===== src/rtl/axi2mem_trans_unit_multi_if.sv =====
// Data-side handshake bundle of the axi2mem transfer buffer: read push/pop and write push/pop channels.
interface axi2mem_trans_unit_multi_if #(
    parameter int unsigned NB_LANES = 2,
    parameter int unsigned LANE_DW  = 32,
    parameter int unsigned ID_WIDTH = 6
);
    localparam int unsigned DW = NB_LANES * LANE_DW;
    localparam int unsigned SW = DW / 8;

    logic [DW-1:0]       rd_data_push_dat_i;
    logic [NB_LANES-1:0] rd_data_push_req_i;
    logic [NB_LANES-1:0] rd_data_push_gnt_o;
    logic [ID_WIDTH-1:0] rd_data_push_id_i;
    logic                rd_data_push_last_i;

    logic [DW-1:0]       rd_data_pop_dat_o;
    logic                rd_data_pop_req_i;
    logic                rd_data_pop_gnt_o;
    logic [ID_WIDTH-1:0] rd_data_pop_id_o;
    logic                rd_data_pop_last_o;

    logic [DW-1:0]       wr_data_push_dat_i;
    logic [SW-1:0]       wr_data_push_strb_i;
    logic                wr_data_push_req_i;
    logic                wr_data_push_gnt_o;

    logic [DW-1:0]       wr_data_pop_dat_o;
    logic [SW-1:0]       wr_data_pop_strb_o;
    logic [NB_LANES-1:0] wr_data_pop_req_i;
    logic [NB_LANES-1:0] wr_data_pop_gnt_o;

    modport slave (
        input  rd_data_push_dat_i, rd_data_push_req_i, rd_data_push_id_i, rd_data_push_last_i,
        output rd_data_push_gnt_o,
        input  rd_data_pop_req_i,
        output rd_data_pop_dat_o, rd_data_pop_gnt_o, rd_data_pop_id_o, rd_data_pop_last_o,
        input  wr_data_push_dat_i, wr_data_push_strb_i, wr_data_push_req_i,
        output wr_data_push_gnt_o,
        input  wr_data_pop_req_i,
        output wr_data_pop_dat_o, wr_data_pop_strb_o, wr_data_pop_gnt_o
    );

    modport master (
        output rd_data_push_dat_i, rd_data_push_req_i, rd_data_push_id_i, rd_data_push_last_i,
        input  rd_data_push_gnt_o,
        output rd_data_pop_req_i,
        input  rd_data_pop_dat_o, rd_data_pop_gnt_o, rd_data_pop_id_o, rd_data_pop_last_o,
        output wr_data_push_dat_i, wr_data_push_strb_i, wr_data_push_req_i,
        input  wr_data_push_gnt_o,
        output wr_data_pop_req_i,
        input  wr_data_pop_dat_o, wr_data_pop_strb_o, wr_data_pop_gnt_o
    );
endinterface


===== src/rtl/axi2mem_trans_unit_multi.sv =====
// Transfer buffer between AXI and N TCDM lanes: per-lane read FIFOs packed into wide beats with an
// ID/last sideband FIFO, and wide write beats split into per-lane FIFOs.
module axi2mem_trans_unit_multi #(
    parameter int unsigned NB_LANES       = 2,
    parameter int unsigned LANE_DW        = 32,
    parameter int unsigned ID_WIDTH       = 6,
    parameter int unsigned LD_BUFFER_SIZE = 4,
    parameter int unsigned ST_BUFFER_SIZE = 4
) (
    input  logic clk_i,
    input  logic rst_ni,
    input  logic clear_i,
    axi2mem_trans_unit_multi_if.slave bus,
    output logic rd_empty_o,
    output logic wr_empty_o
);
    localparam int unsigned LSW   = LANE_DW / 8;
    localparam int unsigned SB_W  = ID_WIDTH + 1;
    localparam int unsigned WE_W  = LSW + LANE_DW;
    localparam int unsigned LD_PW = $clog2(LD_BUFFER_SIZE);
    localparam int unsigned LD_CW = $clog2(LD_BUFFER_SIZE + 1);
    localparam int unsigned ST_PW = $clog2(ST_BUFFER_SIZE);
    localparam int unsigned ST_CW = $clog2(ST_BUFFER_SIZE + 1);

    // Pointer wrap supports non-power-of-two depths.
    function automatic logic [LD_PW-1:0] ld_inc(input logic [LD_PW-1:0] p);
        return (p == LD_PW'(LD_BUFFER_SIZE - 1)) ? '0 : LD_PW'(p + 1'b1);
    endfunction

    function automatic logic [ST_PW-1:0] st_inc(input logic [ST_PW-1:0] p);
        return (p == ST_PW'(ST_BUFFER_SIZE - 1)) ? '0 : ST_PW'(p + 1'b1);
    endfunction

    function automatic logic [LD_CW-1:0] ld_cnt(input logic [LD_CW-1:0] c, input logic push, input logic pop);
        if (push && !pop) return LD_CW'(c + 1'b1);
        if (pop && !push) return LD_CW'(c - 1'b1);
        return c;
    endfunction

    function automatic logic [ST_CW-1:0] st_cnt(input logic [ST_CW-1:0] c, input logic push, input logic pop);
        if (push && !pop) return ST_CW'(c + 1'b1);
        if (pop && !push) return ST_CW'(c - 1'b1);
        return c;
    endfunction

    logic [LD_CW-1:0]   rd_cnt  [NB_LANES];
    logic [LD_PW-1:0]   rd_wptr [NB_LANES];
    logic [LD_PW-1:0]   rd_rptr [NB_LANES];
    logic [LANE_DW-1:0] rd_mem  [NB_LANES][LD_BUFFER_SIZE];
    logic [NB_LANES-1:0] rd_ready, rd_valid, rd_push_gnt, rd_push;
    logic               rd_pop;

    logic [LD_CW-1:0]   sb_cnt;
    logic [LD_PW-1:0]   sb_wptr, sb_rptr;
    logic [SB_W-1:0]    sb_mem [LD_BUFFER_SIZE];
    logic               sb_ready, sb_valid, sb_push;

    logic [ST_CW-1:0]   wr_cnt  [NB_LANES];
    logic [ST_PW-1:0]   wr_wptr [NB_LANES];
    logic [ST_PW-1:0]   wr_rptr [NB_LANES];
    logic [WE_W-1:0]    wr_mem  [NB_LANES][ST_BUFFER_SIZE];
    logic [NB_LANES-1:0] wr_ready, wr_valid, wr_pop;
    logic               wr_push_gnt, wr_push;

    assign sb_ready = sb_cnt < LD_CW'(LD_BUFFER_SIZE);
    assign sb_valid = sb_cnt != '0;
    assign sb_push  = rd_push[0];

    // Handshake qualification; lane 0 also needs sideband room since it carries id/last.
    always_comb begin
        rd_ready    = '0;
        rd_valid    = '0;
        wr_ready    = '0;
        wr_valid    = '0;
        for (int k = 0; k < int'(NB_LANES); k++) begin
            rd_ready[k] = rd_cnt[k] < LD_CW'(LD_BUFFER_SIZE);
            rd_valid[k] = rd_cnt[k] != '0;
            wr_ready[k] = wr_cnt[k] < ST_CW'(ST_BUFFER_SIZE);
            wr_valid[k] = wr_cnt[k] != '0;
        end
        rd_push_gnt    = rd_ready;
        rd_push_gnt[0] = rd_ready[0] & sb_ready;
        rd_push        = bus.rd_data_push_req_i & rd_push_gnt;
        rd_pop         = bus.rd_data_pop_req_i & (&rd_valid) & sb_valid;
        wr_push_gnt    = &wr_ready;
        wr_push        = bus.wr_data_push_req_i & wr_push_gnt;
        wr_pop         = bus.wr_data_pop_req_i & wr_valid;
    end

    // Pointer/count state; clear discards any same-cycle push or pop.
    always_ff @(posedge clk_i or negedge rst_ni) begin
        if (!rst_ni) begin
            for (int k = 0; k < int'(NB_LANES); k++) begin
                rd_cnt[k]  <= '0;
                rd_wptr[k] <= '0;
                rd_rptr[k] <= '0;
                wr_cnt[k]  <= '0;
                wr_wptr[k] <= '0;
                wr_rptr[k] <= '0;
            end
            sb_cnt  <= '0;
            sb_wptr <= '0;
            sb_rptr <= '0;
        end else if (clear_i) begin
            for (int k = 0; k < int'(NB_LANES); k++) begin
                rd_cnt[k]  <= '0;
                rd_wptr[k] <= '0;
                rd_rptr[k] <= '0;
                wr_cnt[k]  <= '0;
                wr_wptr[k] <= '0;
                wr_rptr[k] <= '0;
            end
            sb_cnt  <= '0;
            sb_wptr <= '0;
            sb_rptr <= '0;
        end else begin
            for (int k = 0; k < int'(NB_LANES); k++) begin
                if (rd_push[k]) rd_wptr[k] <= ld_inc(rd_wptr[k]);
                if (rd_pop)     rd_rptr[k] <= ld_inc(rd_rptr[k]);
                rd_cnt[k] <= ld_cnt(rd_cnt[k], rd_push[k], rd_pop);
                if (wr_push)    wr_wptr[k] <= st_inc(wr_wptr[k]);
                if (wr_pop[k])  wr_rptr[k] <= st_inc(wr_rptr[k]);
                wr_cnt[k] <= st_cnt(wr_cnt[k], wr_push, wr_pop[k]);
            end
            if (sb_push) sb_wptr <= ld_inc(sb_wptr);
            if (rd_pop)  sb_rptr <= ld_inc(sb_rptr);
            sb_cnt <= ld_cnt(sb_cnt, sb_push, rd_pop);
        end
    end

    // Storage arrays are not reset; outputs are masked while a FIFO is empty.
    always_ff @(posedge clk_i) begin
        for (int k = 0; k < int'(NB_LANES); k++) begin
            if (rd_push[k])
                rd_mem[k][rd_wptr[k]] <= bus.rd_data_push_dat_i[k*LANE_DW +: LANE_DW];
            if (wr_push)
                wr_mem[k][wr_wptr[k]] <= {bus.wr_data_push_strb_i[k*LSW +: LSW],
                                          bus.wr_data_push_dat_i[k*LANE_DW +: LANE_DW]};
        end
        if (sb_push) sb_mem[sb_wptr] <= {bus.rd_data_push_last_i, bus.rd_data_push_id_i};
    end

    always_comb begin
        bus.rd_data_pop_dat_o  = '0;
        bus.wr_data_pop_dat_o  = '0;
        bus.wr_data_pop_strb_o = '0;
        for (int k = 0; k < int'(NB_LANES); k++) begin
            if (rd_valid[k])
                bus.rd_data_pop_dat_o[k*LANE_DW +: LANE_DW] = rd_mem[k][rd_rptr[k]];
            if (wr_valid[k]) begin
                bus.wr_data_pop_dat_o[k*LANE_DW +: LANE_DW] = wr_mem[k][wr_rptr[k]][LANE_DW-1:0];
                bus.wr_data_pop_strb_o[k*LSW +: LSW]        = wr_mem[k][wr_rptr[k]][WE_W-1:LANE_DW];
            end
        end
        bus.rd_data_pop_id_o   = '0;
        bus.rd_data_pop_last_o = 1'b0;
        if (sb_valid) {bus.rd_data_pop_last_o, bus.rd_data_pop_id_o} = sb_mem[sb_rptr];
    end

    assign bus.rd_data_push_gnt_o = rd_push_gnt;
    assign bus.rd_data_pop_gnt_o  = (&rd_valid) & sb_valid;
    assign bus.wr_data_push_gnt_o = wr_push_gnt;
    assign bus.wr_data_pop_gnt_o  = wr_valid;
    assign rd_empty_o = ~(|rd_valid) & ~sb_valid;
    assign wr_empty_o = ~(|wr_valid);
endmodule


===== src/flat_wrapper.sv =====
// flat-port wrapper written by rule: the top's interface ports become plain ports
module axi2mem_trans_unit_multi_flat 
#(
    parameter int unsigned NB_LANES       = 2,
    parameter int unsigned LANE_DW        = 32,
    parameter int unsigned ID_WIDTH       = 6,
    parameter int unsigned LD_BUFFER_SIZE = 4,
    parameter int unsigned ST_BUFFER_SIZE = 4
)
  (clk_i, rst_ni, clear_i, rd_empty_o, wr_empty_o, bus_rd_data_push_dat_i, bus_rd_data_push_req_i, bus_rd_data_push_id_i, bus_rd_data_push_last_i, bus_rd_data_push_gnt_o, bus_rd_data_pop_req_i, bus_rd_data_pop_dat_o, bus_rd_data_pop_gnt_o, bus_rd_data_pop_id_o, bus_rd_data_pop_last_o, bus_wr_data_push_dat_i, bus_wr_data_push_strb_i, bus_wr_data_push_req_i, bus_wr_data_push_gnt_o, bus_wr_data_pop_req_i, bus_wr_data_pop_dat_o, bus_wr_data_pop_strb_o, bus_wr_data_pop_gnt_o);
  axi2mem_trans_unit_multi_if #(.NB_LANES(NB_LANES), .LANE_DW(LANE_DW), .ID_WIDTH(ID_WIDTH)) bus_i ();
  input  logic clk_i;
  input  logic rst_ni;
  input  logic clear_i;
  output logic rd_empty_o;
  output logic wr_empty_o;
  input wire logic [$bits(bus_i.rd_data_push_dat_i)-1:0] bus_rd_data_push_dat_i;
  input wire logic [$bits(bus_i.rd_data_push_req_i)-1:0] bus_rd_data_push_req_i;
  input wire logic [$bits(bus_i.rd_data_push_id_i)-1:0] bus_rd_data_push_id_i;
  input wire logic [$bits(bus_i.rd_data_push_last_i)-1:0] bus_rd_data_push_last_i;
  output wire logic [$bits(bus_i.rd_data_push_gnt_o)-1:0] bus_rd_data_push_gnt_o;
  input wire logic [$bits(bus_i.rd_data_pop_req_i)-1:0] bus_rd_data_pop_req_i;
  output wire logic [$bits(bus_i.rd_data_pop_dat_o)-1:0] bus_rd_data_pop_dat_o;
  output wire logic [$bits(bus_i.rd_data_pop_gnt_o)-1:0] bus_rd_data_pop_gnt_o;
  output wire logic [$bits(bus_i.rd_data_pop_id_o)-1:0] bus_rd_data_pop_id_o;
  output wire logic [$bits(bus_i.rd_data_pop_last_o)-1:0] bus_rd_data_pop_last_o;
  input wire logic [$bits(bus_i.wr_data_push_dat_i)-1:0] bus_wr_data_push_dat_i;
  input wire logic [$bits(bus_i.wr_data_push_strb_i)-1:0] bus_wr_data_push_strb_i;
  input wire logic [$bits(bus_i.wr_data_push_req_i)-1:0] bus_wr_data_push_req_i;
  output wire logic [$bits(bus_i.wr_data_push_gnt_o)-1:0] bus_wr_data_push_gnt_o;
  input wire logic [$bits(bus_i.wr_data_pop_req_i)-1:0] bus_wr_data_pop_req_i;
  output wire logic [$bits(bus_i.wr_data_pop_dat_o)-1:0] bus_wr_data_pop_dat_o;
  output wire logic [$bits(bus_i.wr_data_pop_strb_o)-1:0] bus_wr_data_pop_strb_o;
  output wire logic [$bits(bus_i.wr_data_pop_gnt_o)-1:0] bus_wr_data_pop_gnt_o;
  assign bus_i.rd_data_push_dat_i = bus_rd_data_push_dat_i;
  assign bus_i.rd_data_push_req_i = bus_rd_data_push_req_i;
  assign bus_i.rd_data_push_id_i = bus_rd_data_push_id_i;
  assign bus_i.rd_data_push_last_i = bus_rd_data_push_last_i;
  assign bus_rd_data_push_gnt_o = bus_i.rd_data_push_gnt_o;
  assign bus_i.rd_data_pop_req_i = bus_rd_data_pop_req_i;
  assign bus_rd_data_pop_dat_o = bus_i.rd_data_pop_dat_o;
  assign bus_rd_data_pop_gnt_o = bus_i.rd_data_pop_gnt_o;
  assign bus_rd_data_pop_id_o = bus_i.rd_data_pop_id_o;
  assign bus_rd_data_pop_last_o = bus_i.rd_data_pop_last_o;
  assign bus_i.wr_data_push_dat_i = bus_wr_data_push_dat_i;
  assign bus_i.wr_data_push_strb_i = bus_wr_data_push_strb_i;
  assign bus_i.wr_data_push_req_i = bus_wr_data_push_req_i;
  assign bus_wr_data_push_gnt_o = bus_i.wr_data_push_gnt_o;
  assign bus_i.wr_data_pop_req_i = bus_wr_data_pop_req_i;
  assign bus_wr_data_pop_dat_o = bus_i.wr_data_pop_dat_o;
  assign bus_wr_data_pop_strb_o = bus_i.wr_data_pop_strb_o;
  assign bus_wr_data_pop_gnt_o = bus_i.wr_data_pop_gnt_o;
  axi2mem_trans_unit_multi #(.NB_LANES(NB_LANES), .LANE_DW(LANE_DW), .ID_WIDTH(ID_WIDTH), .LD_BUFFER_SIZE(LD_BUFFER_SIZE), .ST_BUFFER_SIZE(ST_BUFFER_SIZE)) u_core (.clk_i(clk_i), .rst_ni(rst_ni), .clear_i(clear_i), .bus(bus_i), .rd_empty_o(rd_empty_o), .wr_empty_o(wr_empty_o));
endmodule

===== config.mk =====
export PLATFORM = sky130hd
export DESIGN_NAME = axi2mem_trans_unit_multi_flat
export DESIGN_NICKNAME = d
export VERILOG_FILES = /design/src/rtl/axi2mem_trans_unit_multi_if.sv /design/src/rtl/axi2mem_trans_unit_multi.sv /design/src/flat_wrapper.sv
export SDC_FILE = /design/constraint.sdc
export NUM_CORES = 1
export LEC_CHECK = 0
export CAP_MARGIN = 20
export CORE_UTILIZATION = 50
export CTS_CLUSTER_SIZE = 25
export DETAILED_ROUTE_END_ITERATION = 10
export GPL_ROUTABILITY_DRIVEN = 0
export GPL_TIMING_DRIVEN = 0
export PLACE_DENSITY = 0.75
export SKIP_LAST_GASP = 1
export SLEW_MARGIN = 30
export SYNTH_ARGS = -nofsm -noshare
export SYNTH_HDL_FRONTEND = slang
export SYNTH_SLANG_ARGS = --single-unit

===== constraint.sdc =====
create_clock -name clk_i -period 3.11 [get_ports clk_i]
set_input_delay 0.622 -clock clk_i [delete_from_list [all_inputs] [get_ports clk_i]]
set_output_delay 0.622 -clock clk_i [all_outputs]
set_load 0.005 [all_outputs]

==> results of run 1 <==
sequential cells by signal, indices dropped and copies added, names as in the netlist, 6 cells and up:
name,cells
u_core.rd_mem,256
u_core.wr_cnt,6
u_core.sb_mem,28
u_core.wr_mem,288
u_core.rd_cnt,6
kinds of logic after synthesis:
family          after synthesis  share of synthesized area (%)
fa+ha+maj                    39                           2.03
simple gates                253                           6.12
xor+xnor                      7                          0.370
compound gates               39                          0.965
buf+inv                      87                           1.47
flops                       607                           75.3
mux                         150                           13.8
timing repair:
item / in CTS / in global routing
hold buffers: 1 / 0
endpoints found under the setup margin: 147 / 118
cloned: 0 / 4
pin swaps: 0 / 0
gates resized for setup: 133 / 43
buffers inserted: 17 / 12
endpoints found under the hold margin: 12 / 0
synthesized netlist by cell type, drive strengths merged (4+ instances only):
| master | instances |
|---|---|
| buf | 24 |
| or3 | 7 |
| a31oi | 5 |
| mux2 | 6 |
| xnor2 | 5 |
| edfxtp | 572 |
| ha | 39 |
| nand3 | 6 |
| and2 | 92 |
| a21oi | 20 |
| inv | 24 |
| mux4 | 143 |
| a211oi | 5 |
| dfrtp | 35 |
| o21ai | 4 |
| nor2b | 77 |
| clkbuf | 39 |
| nand2 | 30 |
| nor2 | 25 |
metrics by stage:
stage / TNS [ps] / std cells
floorplan: 0 / 1182
global placement: -502130 / 2091
detailed placement: -79880 / 2100
CTS: -151 / 2214
global route: -257 / 2232
finish: 0 / 2232
metal layers:
metal  GRT usage [%]  share of wire [%]  routed length, um  vias to the layer above
met1            26.3                 42              20300                     6282
met2            34.1                 51              24700                      333
met4            6.36                2.4               1140                        2
met5               0              0.027                 13                        -
met3            3.43                4.7               2280                       82
li1                -                  -                  -                     5471
power groups by stage:
stage | clock network [mW] | registers, mW | logic, mW
6_report | 6.68 | 10.2 | 6.82
5_1_grt | 7.12 | 10.3 | 7.34
4_1_cts | 6.82 | 10.2 | 6.78
3_5_place_dp | 0 | 10.3 | 6.30
3_3_place_gp | 0 | 10.3 | 6.15
2_1_floorplan | 0 | 10.3 | 3.12
layout make-up:
type                            count  area share (%)
Buffer                             56            1.79
Clock buffer                       75            5.17
Sequential cell                   607            59.1
Tap cell                          607            2.49
Timing Repair Buffer              345            11.8
Clock inverter                     28           0.680
Multi-Input combinational cell    488            18.6
Inverter                           24           0.295
Antenna cell                        2          0.0164
path summary, 6_finish.rpt:
path	start	end	slack, ps
max	u_core.rd_rptr[2]$_DFFE_PN0P_	bus_rd_data_pop_dat_o[11]	50
min	rst_ni	u_core.wr_rptr[1]$_DFFE_PN0P_	500
max reg2reg	u_core.wr_cnt[5]$_DFFE_PN0P_	u_core.wr_mem[0][200]$_DFFE_PP_	350
min reg2reg	u_core.wr_wptr[3]$_DFFE_PN0P_	u_core.wr_wptr[3]$_DFFE_PN0P_	580
max in group asynchronous	rst_ni	u_core.rd_rptr[0]$_DFFE_PN0P_	2130
min in group clk_i	u_core.wr_wptr[3]$_DFFE_PN0P_	u_core.wr_wptr[3]$_DFFE_PN0P_	580
critical path: cells and delay by family (launching register included):
family	cells	cell delay [ps]
mux	1	520
flops	1	460
buf+inv	2	670
simple gates	1	180
==> summary.md, run 1 <==
| Metric | Value |
|---|---|
| Status | `finished clean` |
| Initial antenna violation count | `3` |
| Slew HR | `48.1%` |
| TritonCTS clock tree | `built` |
| Post-Place Setup Slack | `-268 ps` |
| Startpoint types | `register` |
| Routed WL | `48.5 mm` |
| Worst Max-Slew Pin Slew | `a little under 800 ps` |
| # setup viols final | `0` |
| DR iter-0 viols | `814` |
| Crit. End Element | `primary output` |
| Fill cells | `a little over 3000` |
| Area leader, netlist | `edfxtp_1` |
| Die Wd | `221 um` |
| Post-route ant nets | `0` |
| Mapped Avg Cell Area | `20.3 um2` |
| Drt wl/cell | `21.7 um` |
| Pleak | `10.4 nW` |
| Via/cell ratio | `5.45` |
| CP arrival | `2440 ps` |
| Flip-flop and latch area | `18100 um2` |
| Root buffer selected by CTS | `clkbuf_16` |
| Die Y | `about 220 um` |
| Grt ovf | `0` |
| I/O pins | `303` |
| Register share of total power | `43.1%` |
| Hold crit path type | `input pin to async pin` |
| Core area | `47000 um2` |
| First-pass GRT wire length | `74.5 mm` |
| Worst-path maximum fanout | `10` |
| Final instance area | `just over 30000 um2` |
| Post-DP Area | `28000 um2` |
| Int Pwr | `17.6 mW` |
| Clock power share | `28.2%` |
| Combinational power share | `28.8%` |
| Fmax | `327 MHz` |
| #FFs+latches synth | `607` |
| CP peak stage delay | `around 520 ps` |
| RSZ-0062 raised after global routing | `yes` |
| Crit share post-route | `98.4%` |
| H-tree depth | `2` |
| Commonest cells after routing, fill and taps aside | `edfxtp_1 (572), clkdlybuf4s50_1 (270), mux4_2 (143)` |
| CTS Buf Count | `59` |
| VDD IR max | `between 0.0005 and 0.0006 V` |
| Initial Util | `51.1%` |
| Dpl hpwl | `about 30 mm` |
| Die area | `48800 um2` |
| Syn_nets | `between 1000 and 1500` |
| Max Transition Viols Final | `0` |
| PD cells | `776 nW/um2` |
| Fin nets | `around 1800` |
| Fin crit period | `about 3100 ps` |
| Clk slew on worst S/H paths | `around 60 ps` |
| Number of flops mapped to enable cells by yosys | `roughly 570` |
| Area of the multi-input gates | `5680 um2` |
| Final core utilization | `between 60 and 70%` |
| Critical-path top delay cell | `mux4_2` |
| Total track usage | `about a fifth` |
| MaxCap Viol Count | `0` |
| Synth Flop Type | `edfxtp_1` |
| Final worst slack | `~50 ps` |
| Most common cell after layout, fill and taps aside | `edfxtp_1` |
| Post-synthesis cell type count | `39` |
| Synthesis Warnings | `0` |
| Number of global-route vias before repair | `12900` |
| DRC Markers | `0` |
| Sw Pwr | `6.11 mW` |
| Share of cells above drive strength 1 | `22.1%` |
| Clk_lat worst skew | `600 ps` |
| Sequential share of the synthesized area | `75.3%` |
| Worst R2R Path Depth | `4` |
| Layout area overhead | `27.4%` |
| Synth Instances | `1182` |
| Final Skew | `27.5 ps` |
| Routed vias | `approximately 12000` |
| Asr flop ratio synth | `under 10%` |
| Area share of the largest cell type after synthesis | `71.6%` |
| Req. time, crit path | `2490 ps` |
| Port Buf Inserts | `302` |
| Hold slack | `about 500 ps` |
| Critical path class | `register to primary output` |
| Detailed Routing Iterations Pass 1 | `5` |
| Area contributors post-synth | `edfxtp_1 (72%), mux4_2 (13%), dfrtp_1 (3.7%), and2_1 (2.4%), ha_1 (2.0%)` |
| Critical-path cell list | `buf_6 -> mux4_2 -> nor2b_2 -> clkdlybuf4s50_1` |
| Site row count | `79` |
| Mapped cell area | `24000 um2` |
| Final hold vios | `0` |
| Sw Share | `between 20 and 30%` |
| PnR Total Power | `around 24 mW` |
| Pin count of the biggest net entering global routing | `37` |
| Clk buf depth | `3` |
| Clock sink count | `607` |
Power figures use the tool's default switching activity.
==> run 2, diff against run 1 <==
Settings changed: SETUP_SLACK_MARGIN set to 0.5.
==> run 2 against run 1 <==
  * Clock skew decreased by 4.1 ps
  * Register-to-register slack gained 140 ps
  * Sequential cell count did not move
  * Largest cell class unchanged
  * Largest power group unchanged
==> summary.md, run 2 (same netlist as run 1, synthesis figures left out) <==
| Metric | Value |
|---|---|
| Worst Max-Slew Pin Slew | `between 800 and 900 ps` |
| Clk slew on worst S/H paths | `60 ps` |
| DRC Markers | `0` |
| Worst R2R Path Depth | `4` |
| VDD IR max | `roughly 0.00068 V` |
| Fin crit period | `a little under 3000 ps` |
| Number of global-route vias before repair | `about 14000` |
| Clk_lat worst skew | `between 600 and 700 ps` |
| Final instance area | `32700 um2` |
| Initial antenna violation count | `4` |
| Slew HR | `45.8%` |
| Clk buf depth | `3` |
| Routed vias | `13100` |
| Initial Util | `51.1%` |
| Worst setup endpoint | `bus_wr_data_pop_dat_o[49]` |
| Area of the multi-input gates | `6290 um2` |
| Port Buf Inserts | `302` |
| Register share of total power | `39.0%` |
| CP arrival | `2280 ps` |
| PD cells | `802 nW/um2` |
| Clock sink count | `about 600` |
| First-pass GRT wire length | `79.4 mm` |
| Die Y | `between 200 and 250 um` |
| Root buffer selected by CTS | `clkbuf_16` |
| # setup viols final | `0` |
| Max Transition Viols Final | `0` |
| Fin nets | `1912` |
| Share of cells above drive strength 1 | `42.2%` |
| Clock power share | `26.0%` |
| H-tree depth | `2` |
| Startpoint types | `register` |
| Final hold vios | `0` |
| I/O pins | `slightly above 300` |
| TritonCTS clock tree | `built` |
| Routed WL | `between 50 and 60 mm` |
| Die Wd | `~220 um` |
| Crit. End Element | `primary output` |
| Drt wl/cell | `23.1 um` |
| Via/cell ratio | `5.51` |
| Post-route ant nets | `0` |
| Most common cell after layout, fill and taps aside | `edfxtp_1` |
| Fmax | `344 MHz` |
| Detailed Routing Iterations Pass 1 | `5` |
| Combinational power share | `35.0%` |
| Grt ovf | `0` |
| CTS Buf Count | `~60` |
| Critical path class | `register to primary output` |
| Status | `finished clean` |
| MaxCap Viol Count | `0` |
| Commonest cells after routing, fill and taps aside | `edfxtp_1 (572), clkdlybuf4s50_1 (153), mux4_2 (143)` |
| Final Skew | `23.4 ps` |
| Sw Share | `26.7%` |
| PnR Total Power | `26.2 mW` |
| Core area | `47000 um2` |
| Sw Pwr | `~7.0 mW` |
| Total track usage | `around a fifth` |
| Layout area overhead | `36.2%` |
| Site row count | `79` |
| RSZ-0062 raised after global routing | `yes` |
| Reg2reg start | `u_core.rd_cnt[5]$_DFFE_PN0P_` |
| Fill cells | `between 2000 and 3000` |
| Req. time, crit path | `~2500 ps` |
| Crit share post-route | `93.5%` |
| Worst Setup SP | `u_core.wr_rptr[0]$_DFFE_PN0P_` |
| Max reg flops | `288` |
| Post-DP Area | `around 28000 um2` |
| Pleak | `~12 nW` |
| Int Pwr | `19.2 mW` |
| DR iter-0 viols | `887` |
| Hold crit path type | `input pin to async pin` |
| Die area | `a little under 50000 um2` |
| Reg2reg end | `u_core.rd_mem[0][17]$_DFFE_PP_` |
| Worst-path maximum fanout | `6` |
| Flip-flop and latch area | `18100 um2` |
| Register-to-Register Setup Slack | `490 ps` |
| Pin count of the biggest net entering global routing | `37` |
| Dpl hpwl | `approximately 30 mm` |
-- run 2: cell types whose count changed in the layout (fill, tap and decap cells not counted), moves of 15 or more --
cell,previous run,this run
nor2b_1,54,22
and2_4,8,82
nor2b_2,21,3
buf_12,17,32
clkbuf_2,4,20
clkdlybuf4s50_1,270,153
buf_6,5,132
and2_1,76,15
nor2b_4,2,52
buf_4,32,63
buf_2,3,64
-- run 2: area by class of cell --
type	instances	area share (%)
flip-flops and latches	607	55.3
plain buffers	63	2.41
well taps	607	2.32
multi-input cells	497	19.3
clock inverters	32	0.778
repair buffers	469	14.8
clock buffers	73	4.81
inverters	24	0.276
diodes	3	0.0230
-- run 2: worst max-delay path, cell delays in order (launching register included) --
cell and delay, ps:
dfrtp_2 460, buf_12 160, buf_6 110, buf_12 100
buf_12 110, mux4_2 500, and2_4 160, buf_6 110
-- run 2: repair_timing --
action                                  in CTS  in global routing
endpoints found under the setup margin     564                567
gates resized for setup                    805                237
setup buffers                              103                 45
cloned                                      12                 10
pin swaps                                   35                 41
hold buffers                                 1                  0
endpoints found under the hold margin       13                  0
-- run 2: worst min-delay path by stage --
stage	start	to	slack, ps	depth (start not counted)
2_1_floorplan	rst_ni	u_core.rd_cnt[0]$_DFFE_PN0P_	330	0
3_3_place_gp	u_core.rd_wptr[3]$_DFFE_PN0P_	u_core.rd_wptr[3]$_DFFE_PN0P_	550	2
3_5_place_dp	rst_ni	u_core.wr_rptr[0]$_DFFE_PN0P_	560	1
4_1_cts	rst_ni	u_core.wr_cnt[2]$_DFFE_PN0P_	490	2
5_1_grt	rst_ni	u_core.wr_rptr[0]$_DFFE_PN0P_	540	2
6_report	rst_ni	u_core.wr_rptr[0]$_DFFE_PN0P_	530	2
-- run 2: routing by layer --
metal / global-route usage, % / vias up / share of wire (%)
li1: - / 5775 / -
met1: 27.6 / 6819 / 41
met3: 3.86 / 92 / 5.1
met2: 36.9 / 386 / 51
met5: 0 / - / 0.040
met4: 6.74 / 4 / 2.4
-- run 2: metrics by stage --
step	hold slack (ps)	std cells	utilization (%)	worst slack (ps)	setup TNS [ps]
after detailed placement	557	2096	59.5	-311	-120530
after global placement	553	2091	59.2	-478	-211780
after floorplan	326	1182	-	658	0
after CTS	488	2317	67.3	146	0
final	531	2375	69.6	203	0
after global routing	539	2373	69.6	128	0
-- run 2: power by group through the flow --
stage               clock network [mW]  logic [mW]  registers (mW)
floorplan                            0        3.13            10.3
global placement                     0        6.15            10.3
detailed placement                   0        6.28            10.4
CTS                               6.93        7.94            10.2
global route                      7.25        9.70            10.3
finish                            6.82        9.17            10.2
==> run 3, diff against run 2 <==
Settings changed: ABC_CLOCK_PERIOD_IN_PS set to 3110, CTS_CLUSTER_SIZE 25 to unset.
==> results of run 3 <==
No change in the layout: final DEF, timing and power equal those of run 2.
